--- config.mk ---
export PLATFORM = sky130hd
export DESIGN_NAME = mod_mul_arbiter_64b
export DESIGN_NICKNAME = d
export VERILOG_FILES = /design/src/rtl/mod_mul_arbiter_64b.sv
export SDC_FILE = /design/constraint.sdc
export NUM_CORES = 1
export LEC_CHECK = 0
export BUFFER_PORTS_ARGS = -buffer_cell sky130_fd_sc_hd__buf_2
export CAP_MARGIN = 0
export CORE_AREA = 2 2 466 468
export DETAILED_ROUTE_END_ITERATION = 10
export DIE_AREA = 0 0 468 470
export GPL_ROUTABILITY_DRIVEN = 0
export SYNTH_ARGS = -nofsm -noshare
export SYNTH_HDL_FRONTEND = slang
export SYNTH_SLANG_ARGS = --single-unit
--- constraint.sdc ---
create_clock -name iClk -period 5.35 [get_ports iClk]
set_input_delay 0.2675 -clock iClk [delete_from_list [all_inputs] [get_ports iClk]]
set_output_delay 0.2675 -clock iClk [all_outputs]
set_load 0.03 [all_outputs]
--- src/rtl/mod_mul_arbiter_64b.sv ---
// Round-robin arbiter feeding a fixed-latency Barrett modular multiplier, with config load/drain FSM.
// Define MOD_MUL_ARB_FIXED_PRIO_EN to replace round-robin with lowest-index-wins priority.
`timescale 1ns/1ps
module mod_mul_arbiter_64b #(
  parameter int NUM_REQ = 4,
  parameter int WIDTH   = 64,
  parameter int LATENCY = 16
) (
  input  logic                       iClk,
  input  logic                       iRstN,
  input  logic [NUM_REQ-1:0]         iReqValid,
  output logic [NUM_REQ-1:0]         oReqReady,
  input  logic [NUM_REQ*WIDTH-1:0]   iReqData0,
  input  logic [NUM_REQ*WIDTH-1:0]   iReqData1,
  input  logic                       iCfgValid,
  output logic                       oCfgReady,
  input  logic [6:0]                 iCfgK,
  input  logic [2*WIDTH-1:0]         iCfgU,
  input  logic [WIDTH-1:0]           iCfgMod,
  output logic                       oMulEn,
  output logic                       oMulClr,
  output logic [6:0]                 oMulK,
  output logic [2*WIDTH-1:0]         oMulU,
  output logic [WIDTH-1:0]           oMulMod,
  output logic [WIDTH-1:0]           oMulData0,
  output logic [WIDTH-1:0]           oMulData1,
  input  logic [WIDTH-1:0]           iMulData,
  output logic [NUM_REQ-1:0]         oRspValid,
  output logic [WIDTH-1:0]           oRspData,
  output logic                       oBusy
);
  localparam int IDW = (NUM_REQ > 1) ? $clog2(NUM_REQ) : 1;
  localparam int CW  = $clog2(LATENCY + 2);

  typedef enum logic [1:0] {IDLE, RUN, DRAIN, CFG} state_e;
  typedef struct packed {
    logic           vld;
    logic [IDW-1:0] id;
  } tag_t;

  state_e               state_q, state_d;
  tag_t [LATENCY:0]     tag_q;
  tag_t                 new_tag;
  logic [CW-1:0]        infl_q, infl_d;
  logic                 cfg_ld_q;
  logic [6:0]           k_q;
  logic [2*WIDTH-1:0]   u_q;
  logic [WIDTH-1:0]     mod_q, d0_q, d1_q;

  logic                 grant_ok, acc, tag_exit, infl_zero, found;
  logic [NUM_REQ-1:0]   gnt;
  logic [IDW-1:0]       gid, cand, start;
  int                   idx;

  // Config request pre-empts arbitration in the same cycle.
  assign grant_ok  = (state_q == RUN) && cfg_ld_q && !iCfgValid;
  assign infl_zero = (infl_q == '0);
  assign tag_exit  = tag_q[LATENCY].vld;

`ifdef MOD_MUL_ARB_FIXED_PRIO_EN
  assign start = '0;
`else
  logic [IDW-1:0] ptr_q;
  always_ff @(posedge iClk or negedge iRstN) begin
    if (!iRstN)   ptr_q <= '0;
    else if (acc) ptr_q <= (gid == IDW'(NUM_REQ - 1)) ? '0 : gid + 1'b1;
  end
  assign start = ptr_q;
`endif

  always_comb begin
    gnt   = '0;
    gid   = '0;
    found = 1'b0;
    idx   = 0;
    cand  = '0;
    for (int k = 0; k < NUM_REQ; k++) begin
      idx = int'(start) + k;
      if (idx >= NUM_REQ) idx = idx - NUM_REQ;
      cand = IDW'(idx);
      if (grant_ok && !found && iReqValid[cand]) begin
        found     = 1'b1;
        gid       = cand;
        gnt[cand] = 1'b1;
      end
    end
  end

  assign oReqReady = gnt;
  assign acc       = found;
  assign new_tag   = {acc, gid};

  always_comb begin
    case ({acc, tag_exit})
      2'b10:   infl_d = infl_q + 1'b1;
      2'b01:   infl_d = infl_q - 1'b1;
      default: infl_d = infl_q;
    endcase
  end

  always_comb begin
    state_d = state_q;
    case (state_q)
      IDLE:  if (iCfgValid)                       state_d = CFG;
             else if (|iReqValid && cfg_ld_q)     state_d = RUN;
      RUN:   if (iCfgValid)                       state_d = DRAIN;
             else if (!(|iReqValid) && infl_zero) state_d = IDLE;
      DRAIN: if (infl_zero)                       state_d = CFG;
      CFG:                                        state_d = IDLE;
      default:                                    state_d = IDLE;
    endcase
  end

  always_ff @(posedge iClk or negedge iRstN) begin
    if (!iRstN) begin
      state_q  <= IDLE;
      tag_q    <= '0;
      infl_q   <= '0;
      cfg_ld_q <= 1'b0;
      k_q      <= '0;
      u_q      <= '0;
      mod_q    <= '0;
      d0_q     <= '0;
      d1_q     <= '0;
    end else begin
      state_q <= state_d;
      tag_q   <= {tag_q[LATENCY-1:0], new_tag};
      infl_q  <= infl_d;
      // CFG is only reachable with nothing in flight, so the multiplier never sees a mid-stream change.
      if (state_q == CFG) begin
        k_q      <= iCfgK;
        u_q      <= iCfgU;
        mod_q    <= iCfgMod;
        cfg_ld_q <= 1'b1;
      end
      if (acc) begin
        d0_q <= iReqData0[gid*WIDTH +: WIDTH];
        d1_q <= iReqData1[gid*WIDTH +: WIDTH];
      end
    end
  end

  always_comb begin
    oRspValid = '0;
    if (tag_q[LATENCY].vld) oRspValid[tag_q[LATENCY].id] = 1'b1;
  end

  assign oRspData  = tag_q[LATENCY].vld ? iMulData : '0;
  assign oCfgReady = (state_q == CFG);
  assign oMulClr   = (state_q == CFG);
  assign oMulEn    = !infl_zero || acc;
  assign oBusy     = (state_q != IDLE) || !infl_zero;
  assign oMulK     = k_q;
  assign oMulU     = u_q;
  assign oMulMod   = mod_q;
  assign oMulData0 = d0_q;
  assign oMulData1 = d1_q;
endmodule

# After elaboration in Yosys (flattened, before gate mapping)
# Index checks and enable logic that the tools add are counted.
dict set report word_totals {
  reg_bits 388
  latchBits 0
  ram_bits 0
  mem_bits_ro 0
  input_bits 782
  out_inout_bits 403
  elab_cells 155
  mem_count 0
}
dict set report op_classes {
  addsub 10
  mul 0
  n_div 0
  n_lt_le_gt_ge 14
  n_eq_ne 9
  shift 2
  mux 44
  n_bitwise 3
  n_reduce_logical 30
}
# cell n
set op_table {}
lappend op_table {{$shiftx A256 B9 Y64} 2}
lappend op_table {{$mux W64} 1}
lappend op_table {{$mux W2} 14}
lappend op_table {{$mux W4} 5}
lappend op_table {{$logic_and A1 B1 Y1} 16}
lappend op_table {{$lt A2 B3 Y1 const B} 5}
lappend op_table {{$mux W1} 13}
lappend op_table {{$or A4 B4 Y4} 3}
lappend op_table {{$demux W1 S2} 5}
lappend op_table {{$ge A2 B1 Y1 const B} 5}
lappend op_table {{$pmux W5 S2} 1}
lappend op_table {{$ge A3 B3 Y1 const B} 3}
lappend op_table {{$bmux W1 S2} 4}
lappend op_table {{$eq A2 B2 Y1 const B} 4}
lappend op_table {{$pmux W2 S4} 1}
lappend op_table {{$sub A2 B1 Y2 const B} 4}
lappend op_table {{$add A2 B2 Y3 const B} 2}
lappend op_table {{$logic_not A1 Y1} 6}
lappend op_table {{$add A5 B1 Y5 const B} 1}
lappend op_table {{$logic_not A5 Y1} 1}
lappend op_table {{$sub A5 B1 Y5 const B} 1}
lappend op_table {{$eq A2 B1 Y1 const B} 2}
lappend op_table {{$reduce_bool A2 Y1} 2}
lappend op_table {{$reduce_or A4 Y1} 1}
lappend op_table {{other kinds (9)} 10}

# Logic depth before layout (Yosys ltp)
dict set report logic_depth {
  word_depth 20
  ltp_mapped 18
  mapped_depth_nobuf 15
}

# Worst setup path before layout
# No wires, ideal clock.
dict set report synth_timing {
  kind {reg2reg}
  from {register with a tool-made name}
  to {register infl_q[4]}
  setup_time_ns 0.125
  t_arrival_ns 3.970
  slack_ns 1.255
  path_stages_with_launch 19
  path_buffers 3
  synth_period_minus_slack_ns 4.095
  cell_sequence {dfrtp_1 > buf_6 > inv_1 > ha_1 > clkbuf_1 > mux4_2 > or2_1 > or3_4 > nand2_4 > ha_1 > clkbuf_1 > xor2_1 > ha_1 > o21a_1 > o22a_1 > a21oi_1 > xor2_1 > nor2_1 > xor2_1}
}
# item line
set synth_lines {}
lappend synth_lines {{end signal, assigned} 128} ;# infl_q <= infl_d;
lappend synth_lines {{end, declared} 44} ;# logic [CW-1:0] infl_q, infl_d;

==> flow_metrics.env <==
export IMPL_status="completed"
export IMPL_synthAdderAreaFrac_pct=0.537
export IMPL_post_dp_hpwl_mm=143
export IMPL_die_h_um=470
export IMPL_antenna_found_initial=161
export IMPL_clock_latency_ps=710
export IMPL_p_per_area_nw_per_um2=596
export IMPL_synth_area_leaders="dfrtp_1 52%, mux2i_1 14%, mux2_2 12%"
export IMPL_power_switching_mw=10.2
export IMPL_hold_path_class="input port to register"
export IMPL_yosysMostFrequentCell="dfrtp_1"
export IMPL_clk_pin_slew_worst_paths_ps=70
export IMPL_skew_ps=30.0
export IMPL_post_place_ws_ps=749
export IMPL_required_ps=5990
export IMPL_vias=19800
export IMPL_synth_edf_count=0
export IMPL_path_class="register to register"
export IMPL_ys_ff_latch=388
export IMPL_dr_pass1_iters=5
export IMPL_grt_total_usage_pct=14.6
export IMPL_cts_setup_buffers=0
export IMPL_start_util_pct=8.65
export IMPL_io_buffers=1184
export IMPL_clock_sinks=388
export IMPL_synth_common_cells="388 x dfrtp_1, 260 x mux2i_1, 200 x mux2_2"
export IMPL_remaining_drc_errors=0
export IMPL_synthXorXnorAreaFrac_pct=0.423
export IMPL_maxCapViolCount=0
export IMPL_report_final_hold_viol_count=0
export IMPL_p_total_mw=21.2
export IMPL_io_pins=1185
export IMPL_clockBufferDepth=3
export IMPL_grt_max_degree=123
export IMPL_synthSimpleGateAreaFrac_pct=5.88
export IMPL_syn_nets=2162
export IMPL_crit_path_start_kind="register"
export IMPL_final_util_pct=16.5
export IMPL_setup_tns_ps=0
export IMPL_p_sw_share_pct=48.3
export IMPL_ys_async_sr_fraction_pct=100
export IMPL_synth_top_family_by_area="multiplexers"
export IMPL_synthesis_area_per_instance_um2=13.6
export IMPL_maxSlewHeadroom_pct=22.0
export IMPL_power_internal_mw=11.0
export IMPL_nets=3877
export IMPL_synth_compound_area_share_pct=11.3
export IMPL_end_kind="register"
export IMPL_seq_area_frac_synth_pct=52.0
export IMPL_num_fill_cells=23900
export IMPL_power_frac_comb_pct=56.5
export IMPL_drive_gt1_share_pct=52.4
export IMPL_drt_iter0_drc=996
export IMPL_setup_slack_ps=299
export IMPL_vias_per_cell=3.28
export IMPL_arrival_ps=5690
export IMPL_synth_top_area_share_pct=52.0
export IMPL_synth_warnings=0
export IMPL_syn_inst=1372
export IMPL_totalWireLength_mm=168
export IMPL_synth_top_cell_by_area="dfrtp_1"
export IMPL_grt_pass1_wl_mm=208
export IMPL_rows=171
export IMPL_routedWlPerCell_um=27.7
export IMPL_finalCriticalPeriod_ps=5050
export IMPL_synth_distinct_cells=50
export IMPL_root_buffer="clkbuf_16"
export IMPL_postRouteAntennaNets=0
export IMPL_rsz0062_at_grt="false"
export IMPL_grt_pass1_vias=20800
export IMPL_yosys_most_used_dff="dfrtp_1"
export IMPL_cp_max_fo=35
export IMPL_pwr_share_clk_pct=19.4
export IMPL_worstMarginPinSlew_ps=1150
export IMPL_finalCritPeriodShare_pct=94.4
export IMPL_finalSetupViolations=0
export IMPL_die_w_um=468
export IMPL_htree_num_levels=2
export IMPL_areaGrowthSynthToFinish_pct=91.1
export IMPL_leakage_nw=15.4
export IMPL_layout_cells_non_filler=6053
export IMPL_max_freq_ghz=0.198
export IMPL_dp_cells=5329
export IMPL_synth_mux_area_share_pct=26.5
export IMPL_multi_input_area_um2=8360
export IMPL_grt_overflow=0
export IMPL_dieArea_um2=220000
export IMPL_pwr_share_seq_pct=24.1
export IMPL_hold_ws_ps=57.9
export IMPL_netlist_area_um2=18700
export IMPL_slew_violations=0
export IMPL_final_area_um2=35600
export IMPL_place_area_um2=27900
export IMPL_cts_tree="yes"
export IMPL_cts_buffers=54
export IMPL_core_area_um2=216000
export IMPL_seq_area_um2=9710
export IMPL_vdd_drop_max_mv=0.263
final timing paths:
path / slack [ps] / depth (start not counted) / from / endpoint
max: 300 / 12 / register / oMulData0[44]
min: 60 / 3 / iReqData0[184] / oMulData0[56]
max reg2reg: 300 / 12 / register / oMulData0[44]
min reg2reg: 330 / 0 / tag_q[36] / tag_q[39]
max in group asynchronous: 3920 / 3 / iRstN / oMulData1[54]
min in group asynchronous: 120 / 2 / iRstN / oMulU[3]
area by class of cell:
class	instances	area share (%)
well taps	2854	10.0
flip-flops and latches	388	27.2
clock buffers	65	4.10
repair buffers	1766	33.2
multi-input cells	872	23.5
inverters	5	0.0667
diodes	69	0.484
clock inverters	34	1.41
routing by layer:
metal | up-vias | share of wire (%) | GRT usage (%) | wire length, µm
met5 | - | 0.33 | 0 | 555
met4 | 74 | 5.1 | 6.43 | 8490
met3 | 406 | 15 | 9.58 | 25000
met2 | 1251 | 46 | 24.5 | 77800
met1 | 9497 | 33 | 13.9 | 55800
li1 | 8617 | - | - | -
state kept, by name, indices dropped and copies added (netlist names), 2 cells and up, named ones only:
signal and count:
oMulU 128, oMulData0 64, oMulData1 64, oMulMod 64, tag_q 50, oMulK 7, infl_q 5, state_q 2
critical path, stage by stage, from the launching register on:
cell and delay, ps:
dfrtp_1 620, inv_1 260, ha_1 500, mux4_2 570
inv_1 110, a21oi_1 110, o32ai_4 340, buf_12 240
buf_4 540, mux2i_1 150, dlygate4sd3_1 610, a221oi_2 260
dlygate4sd3_1 590
power by group through the flow:
stage | logic (mW) | clock network [mW] | registers (mW)
2_1_floorplan | 3.55 | 0 | 7.62
3_3_place_gp | 10.9 | 0 | 5.09
3_5_place_dp | 11.1 | 0 | 5.15
4_1_cts | 12.3 | 4.31 | 5.12
5_1_grt | 12.8 | 4.38 | 5.29
6_report | 12.0 | 4.11 | 5.12
cell families after synthesis:
logic type	count (synthesis)
buffers and inverters	112
XOR/XNOR	9
AND/OR/NAND/NOR	230
flip-flops	388
adder cells (fa/ha/maj)	8
multiplexers	464
AO/OA/AOI/OAI	161
what timing repair did:
item                                   4_1_cts  5_1_grt
hold buffers                               556        0
resized for setup                            0        0
endpoints found under the hold margin      391        0
placed cells by master (no fill, tap or decap), types with 3 or more instances in the layout:
master | synthesis | layout
clkinvlp_4 | 0 | 10
inv_1 | 4 | 4
buf_4 | 4 | 15
a221oi_1 | 9 | 9
dfrtp_1 | 388 | 387
clkbuf_16 | 0 | 54
buf_12 | 0 | 11
bufinv_16 | 0 | 10
a221oi_2 | 120 | 120
and2_1 | 64 | 64
a22oi_1 | 9 | 9
diode_2 | 0 | 69
nand3_1 | 3 | 3
clkbuf_1 | 41 | 4
nor2_1 | 138 | 138
o22ai_1 | 4 | 4
nand2_1 | 7 | 7
a21oi_1 | 5 | 5
dlygate4sd3_1 | 0 | 556
inv_6 | 0 | 4
mux4_2 | 4 | 4
buf_2 | 44 | 1183
clkbuf_8 | 0 | 7
clkinv_4 | 0 | 3
ha_1 | 8 | 8
xnor2_1 | 3 | 3
clkinv_2 | 0 | 6
mux2_2 | 200 | 200
xor2_1 | 6 | 6
mux2i_1 | 260 | 260
Power figures use the tool's default switching activity.
